==> config.mk <==
export PLATFORM = sky130hd
export DESIGN_NAME = instr_fetch_unit_flat
export DESIGN_NICKNAME = d
export VERILOG_FILES = /design/src/rtl/riscv_pkg.sv /design/src/rtl/instr_fetch_unit_if.sv /design/src/rtl/instr_fetch_unit_queue.sv /design/src/rtl/instr_fetch_unit.sv /design/src/flat_wrapper.sv
export SDC_FILE = /design/constraint.sdc
export NUM_CORES = 1
export LEC_CHECK = 0
export BUFFER_PORTS_ARGS = -buffer_cell sky130_fd_sc_hd__buf_2
export CELL_PAD_IN_SITES_DETAIL_PLACEMENT = 1
export CELL_PAD_IN_SITES_GLOBAL_PLACEMENT = 1
export CORE_MARGIN = 2
export CORE_UTILIZATION = 45
export CTS_CLUSTER_DIAMETER = 200
export CTS_CLUSTER_SIZE = 12
export DETAILED_ROUTE_END_ITERATION = 16
export PLACE_DENSITY_LB_ADDON = 0.1
export SLEW_MARGIN = 5
export SYNTH_ARGS = -nofsm -noshare
export SYNTH_HDL_FRONTEND = slang
export SYNTH_SLANG_ARGS = --single-unit
==> constraint.sdc <==
create_clock -name clk -period 5.57 [get_ports clk]
set_input_delay 0.8355 -clock clk [delete_from_list [all_inputs] [get_ports clk]]
set_output_delay 0.8355 -clock clk [all_outputs]
set_load 0.03 [all_outputs]
==> src/rtl/riscv_pkg.sv <==
// Shared core definitions: datapath width, reset vector, NOP encoding and
// the fetch sequencer state encoding.
package riscv_pkg;

    localparam int              XLEN             = 32;
    localparam logic [31:0]     RESET_PC_DEFAULT = 32'h0000_0000;
    localparam logic [31:0]     NOP_INSTR        = 32'h0000_0013;

    typedef enum logic {
        FS_RUN   = 1'b0,
        FS_FAULT = 1'b1
    } fetch_state_t;

endpackage

==> src/rtl/instr_fetch_unit_if.sv <==
// Fetch-side bus bundle: instruction memory read port plus the decode handshake.
// master = fetch unit, slave = memory/decode side.
interface instr_fetch_unit_if #(
    parameter int XLEN = 32
);
    logic            imem_req;
    logic [XLEN-1:0] imem_addr;
    logic [31:0]     imem_rdata;
    logic            if_valid;
    logic            if_ready;
    logic [31:0]     if_instr;
    logic [XLEN-1:0] if_pc;

    modport master (
        output imem_req, imem_addr, if_valid, if_instr, if_pc,
        input  imem_rdata, if_ready
    );

    modport slave (
        input  imem_req, imem_addr, if_valid, if_instr, if_pc,
        output imem_rdata, if_ready
    );
endinterface

==> src/rtl/instr_fetch_unit_queue.sv <==
// Two-entry FIFO of {pc, instr} between the memory return path and decode.
// Flush wins over push/pop; storage is unreset, only pointers/count are.
module fetch_queue
    import riscv_pkg::*;
#(
    parameter int PC_W = 32
) (
    input  logic            clk,
    input  logic            rst,
    input  logic            push,
    input  logic            pop,
    input  logic            flush,
    input  logic [PC_W-1:0] push_pc,
    input  logic [31:0]     push_instr,
    output logic [PC_W-1:0] head_pc,
    output logic [31:0]     head_instr,
    output logic [1:0]      count,
    output logic            empty,
    output logic            full
);
    logic [PC_W-1:0] pc_mem    [2];
    logic [31:0]     instr_mem [2];
    logic            rd_ptr;
    logic            wr_ptr;
    logic            do_pop;
    logic            do_push;

    assign empty      = (count == 2'd0);
    assign full       = (count == 2'd2);
    assign do_pop     = pop & ~empty;
    // A full queue may still accept a push when its head leaves in the same cycle.
    assign do_push    = push & (~full | do_pop);
    assign head_pc    = pc_mem[rd_ptr];
    assign head_instr = instr_mem[rd_ptr];

    always_ff @(posedge clk or posedge rst) begin
        if (rst) begin
            rd_ptr <= 1'b0;
            wr_ptr <= 1'b0;
            count  <= 2'd0;
        end else if (flush) begin
            rd_ptr <= 1'b0;
            wr_ptr <= 1'b0;
            count  <= 2'd0;
        end else begin
            if (do_push) wr_ptr <= ~wr_ptr;
            if (do_pop)  rd_ptr <= ~rd_ptr;
            case ({do_push, do_pop})
                2'b10:   count <= count + 2'd1;
                2'b01:   count <= count - 2'd1;
                default: count <= count;
            endcase
        end
    end

    always_ff @(posedge clk) begin
        if (do_push) begin
            pc_mem[wr_ptr]    <= push_pc;
            instr_mem[wr_ptr] <= push_instr;
        end
    end
endmodule

==> src/rtl/instr_fetch_unit.sv <==
// Instruction fetch sequencer: PC, credit-limited memory reads, epoch-tagged
// returns into a 2-entry queue, redirect handling and fault halt.
module instr_fetch_unit #(
    parameter int              XLEN      = riscv_pkg::XLEN,
    parameter logic [XLEN-1:0] RESET_PC  = riscv_pkg::RESET_PC_DEFAULT,
    parameter int              MEM_WORDS = 1024
) (
    input  logic                clk,
    input  logic                rst,
    instr_fetch_unit_if.master  bus,
    input  logic                redirect_valid,
    input  logic [XLEN-1:0]     redirect_pc,
    output logic                fetch_fault
);
    import riscv_pkg::*;

    localparam logic [XLEN:0] PC_LIMIT = (XLEN+1)'(MEM_WORDS * 4);

    function automatic logic pc_legal(input logic [XLEN-1:0] addr);
        return (addr[1:0] == 2'b00) && ({1'b0, addr} < PC_LIMIT);
    endfunction

    fetch_state_t    state_q;
    fetch_state_t    state_d;
    logic [XLEN-1:0] pc_q;
    logic            epoch_q;
    logic            issue;
    logic            inflight_p1;
    logic            tag_epoch_p1;
    logic [XLEN-1:0] tag_pc_p1;
    logic            q_push;
    logic            q_pop;
    logic            q_empty;
    logic            q_full;
    logic [1:0]      q_count;
    logic [XLEN-1:0] q_head_pc;
    logic [31:0]     q_head_instr;
    logic [2:0]      used;
    logic            credit_ok;

    // A head leaving this cycle frees its slot, which keeps one read per cycle going.
    assign q_pop     = ~q_empty & bus.if_ready;
    assign used      = {1'b0, q_count} + {2'b00, inflight_p1} - {2'b00, q_pop};
    assign credit_ok = (used < 3'd2);

    // Reads issued before a redirect come back under the old epoch, or in the
    // redirect cycle itself; either way they are discarded.
    assign q_push    = inflight_p1 & (tag_epoch_p1 == epoch_q) & ~redirect_valid;

    always_ff @(posedge clk or posedge rst) begin
        if (rst) state_q <= FS_RUN;
        else     state_q <= state_d;
    end

    always_comb begin
        state_d = state_q;
        case (state_q)
            FS_RUN:   if (!redirect_valid && !pc_legal(pc_q))         state_d = FS_FAULT;
            FS_FAULT: if (redirect_valid && pc_legal(redirect_pc))   state_d = FS_RUN;
        endcase
    end

    always_comb begin
        issue       = 1'b0;
        fetch_fault = (state_q == FS_FAULT);
        if (!rst && state_q == FS_RUN && !redirect_valid && pc_legal(pc_q) && credit_ok)
            issue = 1'b1;
    end

    // p0 -> p1: read issued, tag captured for the returning word
    always_ff @(posedge clk or posedge rst) begin
        if (rst) begin
            pc_q         <= RESET_PC;
            epoch_q      <= 1'b0;
            inflight_p1  <= 1'b0;
            tag_epoch_p1 <= 1'b0;
        end else begin
            if (redirect_valid) begin
                pc_q    <= redirect_pc;
                epoch_q <= ~epoch_q;
            end else if (issue) begin
                pc_q    <= pc_q + XLEN'(4);
            end
            inflight_p1  <= issue;
            tag_epoch_p1 <= epoch_q;
        end
    end

    always_ff @(posedge clk) begin
        if (issue) tag_pc_p1 <= pc_q;
    end

    fetch_queue #(.PC_W(XLEN)) u_queue (
        .clk        (clk),
        .rst        (rst),
        .push       (q_push),
        .pop        (q_pop),
        .flush      (redirect_valid),
        .push_pc    (tag_pc_p1),
        .push_instr (bus.imem_rdata),
        .head_pc    (q_head_pc),
        .head_instr (q_head_instr),
        .count      (q_count),
        .empty      (q_empty),
        .full       (q_full)
    );

    assign bus.imem_req  = issue;
    assign bus.imem_addr = pc_q;
    assign bus.if_valid  = ~q_empty;
    assign bus.if_pc     = q_empty ? '0 : q_head_pc;
    assign bus.if_instr  = q_empty ? '0 : q_head_instr;

    logic unused_ok;
    assign unused_ok = q_full;
endmodule

==> src/flat_wrapper.sv <==
// flat-port wrapper written by rule: the top's interface ports become plain ports
module instr_fetch_unit_flat import riscv_pkg::*;
#(
    parameter int              XLEN      = riscv_pkg::XLEN,
    parameter logic [XLEN-1:0] RESET_PC  = riscv_pkg::RESET_PC_DEFAULT,
    parameter int              MEM_WORDS = 1024
)
  (clk, rst, redirect_valid, redirect_pc, fetch_fault, bus_imem_req, bus_imem_addr, bus_if_valid, bus_if_instr, bus_if_pc, bus_imem_rdata, bus_if_ready);
  instr_fetch_unit_if #(.XLEN(XLEN)) bus_i ();
  input  logic clk;
  input  logic rst;
  input  logic redirect_valid;
  input  logic [XLEN-1:0] redirect_pc;
  output logic fetch_fault;
  output wire logic [$bits(bus_i.imem_req)-1:0] bus_imem_req;
  output wire logic [$bits(bus_i.imem_addr)-1:0] bus_imem_addr;
  output wire logic [$bits(bus_i.if_valid)-1:0] bus_if_valid;
  output wire logic [$bits(bus_i.if_instr)-1:0] bus_if_instr;
  output wire logic [$bits(bus_i.if_pc)-1:0] bus_if_pc;
  input wire logic [$bits(bus_i.imem_rdata)-1:0] bus_imem_rdata;
  input wire logic [$bits(bus_i.if_ready)-1:0] bus_if_ready;
  assign bus_imem_req = bus_i.imem_req;
  assign bus_imem_addr = bus_i.imem_addr;
  assign bus_if_valid = bus_i.if_valid;
  assign bus_if_instr = bus_i.if_instr;
  assign bus_if_pc = bus_i.if_pc;
  assign bus_i.imem_rdata = bus_imem_rdata;
  assign bus_i.if_ready = bus_if_ready;
  instr_fetch_unit #(.XLEN(XLEN), .RESET_PC(RESET_PC), .MEM_WORDS(MEM_WORDS)) u_core (.clk(clk), .rst(rst), .bus(bus_i), .redirect_valid(redirect_valid), .redirect_pc(redirect_pc), .fetch_fault(fetch_fault));
endmodule
## Yosys cells after proc, flatten, opt, wreduce, memory -nomap -nowiden

Memories as Yosys holds them, arrays and structs flattened.
Index checks and enable logic that the tools add are counted.

- Register bits after elaboration: 72
- Memories: 2
- Bits of input ports: 68
- Output and inout port bits: 99
- Word-level logic and storage cells: 70
- Memory bits (writable): 128

Memory list:

| name | words | bits a word | rd ports | clocked after Yosys merged registers in | wr ports | RTL line | RTL |
|---|---|---|---|---|---|---|---|
| u_core.u_queue.instr_mem | 2 | 32 | 1 | 0 | 1 | instr_fetch_unit_queue.sv:22 | `logic [31:0] instr_mem [2];` |
| u_core.u_queue.pc_mem | 2 | 32 | 1 | 0 | 1 | instr_fetch_unit_queue.sv:21 | `logic [PC_W-1:0] pc_mem [2];` |

- Bitwise operators: 13
- Mux-type cells: 16
- Order comparisons: 3
- Reductions and logical operators: 18
- Add/sub/neg operators: 5
- Eq/ne operators: 4

Operator list:

| operator | number |
|---|---|
| 2-to-1 mux 32 bit | 4 |
| < comparator 32 x 13 -> 1 bit (second input constant) | 2 |
| adder 32 x 3 -> 32 bit (second input constant) | 1 |
| 2-to-1 mux 1 bit | 9 |
| logical AND 1 bit | 8 |
| NOT 1 bit | 7 |
| logical NOT 2 bit | 3 |
| nonzero test 2 bit | 3 |
| bitwise AND 1 bit | 5 |
| == test 2 bit (second input constant) | 2 |
| one-hot mux 2 bit (2 select lines) | 1 |
| adder 2 x 1 -> 3 bit | 1 |
| logical NOT 1 bit | 3 |
| < comparator 3 x 2 -> 1 bit (second input constant) | 1 |
| nonzero test 3 bit | 1 |
| subtractor 3 x 1 -> 3 bit | 1 |
| adder 2 x 1 -> 2 bit (second input constant) | 1 |
| == test 2 x 1 -> 1 bit (second input constant) | 1 |
| 2-to-1 mux 2 bit | 1 |
| one-hot mux 1 bit (2 select lines) | 1 |
| subtractor 2 x 1 -> 2 bit (second input constant) | 1 |
| == test 1 bit | 1 |
| OR 1 bit | 1 |

## Logic depth before layout (Yosys ltp)

- Depth after elaboration: 9
- Mapped depth: 12
- Mapped depth without buffers: 11

## Hierarchy

A second synthesis with hierarchy kept.

- Cells, all modules: 483
- Area total of the unflattened synthesis: 8,095.3 µm²

By module, submodules not included:

| module | sequential area each (µm²) | times used | area an instance (µm²) | cells an instance |
|---|---|---|---|---|
| fetch_queue | 3,943.8 | 1 | 4,883.4 | 228 |
| instr_fetch_unit | 1,861.8 | 1 | 3,211.8 | 255 |

## Worst setup path before layout

Ideal clock, no wire load.

- Path kind: input -> register
- Start point: input redirect_valid
- End point: memory u_core.u_queue.instr_mem[0][0], enable pin
- Path buffers: 1
- Setup slack: 814 ps
- Arrival time: 4,267 ps
- Stages on the path: 4
- Library setup time: 488 ps
- Required time: 5,082 ps
- Cells stage by stage: buf_6 nor3_1 o21ai_0 nor2_1

- Cells in the longest elaborated chain, start to end: 5

RTL lines:

| item | RTL line | RTL |
|---|---|---|
| start: declaration | flat_wrapper.sv:12 | `input logic redirect_valid;` |
| NOT 1 bit | instr_fetch_unit.sv:48 | `assign q_push = inflight_p1 & (tag_epoch_p1 == epoch_q) & ~redirect_valid;` |
| bitwise AND 1 bit | instr_fetch_unit.sv:48 |  |
| bitwise AND 1 bit | instr_fetch_unit_queue.sv:32 | `assign do_push = push & (~full \| do_pop);` |
| 2-to-1 mux 1 bit | instr_fetch_unit_queue.sv:57 | `if (do_push) begin` |
| 2-to-1 mux 1 bit (not written as such) | instr_fetch_unit_queue.sv:59 | `instr_mem[wr_ptr] <= push_instr;` |
| end: declaration | instr_fetch_unit_queue.sv:22 |  |

Every way passes these cells.

## Final worst setup path

- Start point: register u_core.u_queue.count[1]
- End point: output bus_imem_req

- Cells in the longest elaborated chain, start to end: 7
- Elaborated cells on any way between the ends: 8
- Classes of those cells: add/sub (2); order compare (1); mux (1); bitwise (2); reduce/logical (2)

RTL lines:

| item | RTL line | RTL |
|---|---|---|
| start: declaration | instr_fetch_unit_queue.sv:17 | `output logic [1:0] count,` |
| start signal: assignment | instr_fetch_unit_queue.sv:49 | `2'b10: count <= count + 2'd1;` |
| start signal: assignment | instr_fetch_unit_queue.sv:50 | `2'b01: count <= count - 2'd1;` |
| start signal: assignment | instr_fetch_unit_queue.sv:51 | `default: count <= count;` |
| parallel branches: the longest is 3 deep, another holds adder 2 x 1 -> 3 bit | - |  |
| subtractor 3 x 1 -> 3 bit (*) | instr_fetch_unit.sv:43 | `assign used = {1'b0, q_count} + {2'b00, inflight_p1} - {2'b00, q_pop};` |
| < comparator 3 x 2 -> 1 bit (*) | instr_fetch_unit.sv:44 | `assign credit_ok = (used < 3'd2);` |
| logical AND 1 bit (*) | instr_fetch_unit.sv:66 | `if (!rst && state_q == FS_RUN && !redirect_valid && pc_legal(pc_q) && credit_ok)` |
| 2-to-1 mux 1 bit (*) | instr_fetch_unit.sv:66 |  |
| end: declaration | flat_wrapper.sv:15 | `output wire logic [$bits(bus_i.imem_req)-1:0] bus_imem_req;` |

Every way passes the cells marked *.

==> summary.txt <==
Critical path
  • CP required: ~4.7 ns
  • CP Capture Type: output pin
  • Crit path max fanout: 42
  • Startpoint types: flop
  • Critical Path AT: 3.46 ns
  • Setup CP Type: reg -> out

Cells and area
  • Area Growth Syn to Fin: 22.6%
  • N_diodes: 0
  • Final cell count without fillers: 877
  • Fillers: 1636
  • Final net count: 715
  • Share of layout cells above drive strength 1: between 30% and 40%

Drt
  • Pre-Repair DR Iteration Count: 4
  • DR vias/cell: 5.19
  • Drt initial violations: 206
  • Routed Wire Length: 17.6 mm
  • Vias post-DR: approximately 4600
  • DRC: 0
  • DRT antenna net count: 0
  • Routed length per instance: 20.0 um

Timing
  • Fmax: around 230 MHz
  • Tcrit/Tclk final: between 70 and 80%
  • Final Max Tran Viols: 0
  • Max Clock Skew: between 0.01 and 0.015 ns
  • Unrepaired setup endpoints after global routing: false
  • Final setup viols: 0
  • Hold Vio Cnt, Final: 0
  • Fin crit period: about 4.3 ns
  • Setup_tns: 0 ns
  • Slew HR: a little under a third
  • Min Hold Slack: 0.442 ns
  • Slew @ Worst Pin: 1.03 ns

CTS
  • Clk pin slew, worst setup/hold paths: 0.07 ns
  • Post-CTS Setup Inserts: 0
  • H-tree levels: 4
  • CTS Sinks: 200
  • Inserted Clock Buffers: 17
  • # hold bufs at CTS: 0
  • Clk Latency, worst-skew pair: 0.43 ns
  • CTS resizes: 0
  • CTS tree: yes
  • CTS max path bufs: 2
  • Root Buffer: clkbuf_16

Floorplanning
  • Die X-Extent: 135 um
  • Die ar.: 18200 um2
  • I/O Pins: 167
  • Core Region: 16700 um2
  • Row count: 47
  • Starting Density: 46.3%
  • Die Ht: 135 um

Logic synthesis
  • Flops & latches, synth: 200
  • Synth Flop Type: edfxtp_1
  • EDFF count, synth: 160
  • Syn avg cell area: 16.3 um2
  • Async set or reset register ratio after synthesis: 20.0%
  • Post-Synthesis Net Count: roughly 550
  • Top post-synthesis cells by area: edfxtp_1 62%, dfrtp_1 13%, mux2i_1 8.8%, nor2_1 3.7%, mux2_2 3.2%
  • Register area share after synthesis: 75.2%
  • Top-count cell post-synth: edfxtp_1
  • Area leader, netlist: edfxtp_1
  • Synth top area share: 62.2%
  • Yosys cell types: 40
  • Synth Cell Area: 7720 um2
  • Post-Synthesis Cells: 475
  • Synth cell count leaders: 160 x edfxtp_1, 76 x nor2_1, 68 x mux2i_1
  • Ys Warns: 0

Global routing
  • First-pass GRT wire length: 27.0 mm
  • Initial antenna violation count: 0
  • Number of global-route vias before repair: 4804
  • Grt total ovfl: 0
  • Largest net degree at the start of global routing: 67
  • Overall Global Routing Usage: 19.9%

Pwr
  • Pleak: 3.51 nW
  • VDD IR-drop max: between 0.2 and 0.25 mV
  • Pwr dens: about 340 nW/um2

Placement
  • Port Buffers: 166
  • Detail Placement HPWL: about 12 mm
  • Post-Place Cells: approximately 850
  • GPL Wtd Cong: 0.745

Status
  • Status: complete, no violations

Min path
  • Hold Path Class: reg -> reg

Job
  • Max Cap Viol: 0
kinds of logic after synthesis:
| group | share of synthesized area, % |
|---|---|
| and+or+nand+nor | 7.71 |
| muxes | 12.0 |
| buffers and inverters | 1.85 |
| AOI/OAI and AO/OA | 1.78 |
| xor gates and xnor gates | 0.907 |
| adders and majority gates | 0.583 |
| DFF | 75.2 |
metal layers:
metal  global-route usage, %  vias up  wire [um]
li1                        -     2105          -
met1                    26.3     2283       7710
met2                    32.7      138       8760
met3                    4.47       25        780
met4                    6.94        0        317
met5                       0        -          0
worst max-delay path: stages (launching register included):
cell      delay, ns
dfrtp_1        0.55
nor2_4         0.08
nor2_1         0.17
ha_1           0.26
nand2b_1       0.15
fa_1           0.50
nor4b_4        0.22
nand4_2        0.19
or2_1          0.38
clkinv_8       0.24
buf_2          0.25
report_power, final:
part           total, W  leakage [nW]  switching (W)  internal [W]
sequential      0.00168          1.92      0.0000425       0.00164
combinational  0.000169          1.30       0.000106     0.0000624
clock           0.00134         0.294       0.000543      0.000797
total           0.00319          3.51       0.000692       0.00250
layout make-up:
class / count / area (um2) / area share [%]
clock buffers: 17 / 425 / 4.49
multi-input cells: 246 / 1800 / 19.0
flip-flops and latches: 200 / 5810 / 61.3
well taps: 220 / 275 / 2.91
inverters: 8 / 42.5 / 0.449
repair buffers: 171 / 893 / 9.43
clock inverters: 15 / 225 / 2.38
final timing paths:
path | slack [ns] | depth (start not counted) | start | end
worst max register to register | 2.23 | 11 | u_core.u_queue.count[1] | u_core.bus.imem_addr[4]
min in group asynchronous | 0.50 | 2 | rst | u_core.bus.imem_addr[29]
worst min register to register | 0.44 | 0 | u_core.epoch_q | u_core.tag_epoch_p1
worst max-delay path | 1.27 | 10 | u_core.u_queue.count[1] | bus_imem_req
max in group asynchronous | 4.33 | 3 | rst | u_core.u_queue.rd_ptr
worst min-delay path | 0.44 | 0 | u_core.epoch_q | u_core.tag_epoch_p1
flip-flops by register name, indices dropped and copies added, names as in the netlist:
register / count
u_core.u_queue.rd_ptr: 1
u_core.bus.imem_addr: 32
u_core.inflight_p1: 1
u_core.tag_epoch_p1: 1
u_core.u_queue.wr_ptr: 1
u_core.u_queue.count: 2
u_core.u_queue.pc_mem: 64
u_core.u_queue.instr_mem: 64
u_core.epoch_q: 1
u_core.fetch_fault: 1
u_core.tag_pc_p1: 32
metrics by stage:
step                area, um2  setup slack (ns)  total power (W)  utilization [%]
global route             9470              1.10          0.00329             56.7
floorplan                7720             0.814          0.00180                -
global placement         8820              1.42          0.00188             52.8
detailed placement       8820              1.30          0.00188             52.8
finish                   9470              1.27          0.00319             56.7
CTS                      9470              1.23          0.00322             56.7
placed cells by master (no fill, tap or decap), types with 2 or more instances in the layout:
| cell type | netlist | layout |
|---|---|---|
| buf_2 | 5 | 166 |
| edfxtp_1 | 160 | 160 |
| nor2_1 | 76 | 73 |
| mux2i_1 | 68 | 68 |
| dfrtp_1 | 40 | 39 |
| mux2_2 | 22 | 22 |
| clkbuf_16 | 0 | 17 |
| o21ai_0 | 10 | 10 |
| nor4_1 | 10 | 10 |
| nand2_1 | 10 | 10 |
| clkinvlp_4 | 0 | 7 |
| inv_1 | 7 | 6 |
| nor3_1 | 6 | 6 |
| xnor2_1 | 6 | 6 |
| bufinv_16 | 0 | 5 |
| nand3_1 | 4 | 4 |
| nand4_1 | 4 | 4 |
| nor2_4 | 0 | 3 |
| a221o_1 | 3 | 3 |
| buf_4 | 0 | 3 |
| xor2_1 | 2 | 2 |
| nand2b_1 | 2 | 2 |
| nor2b_1 | 2 | 2 |
| a21oi_1 | 2 | 2 |
| nor4b_1 | 2 | 2 |
| ha_1 | 2 | 2 |
| buf_12 | 0 | 2 |
Note: power is estimated with default switching activity, not from simulation.
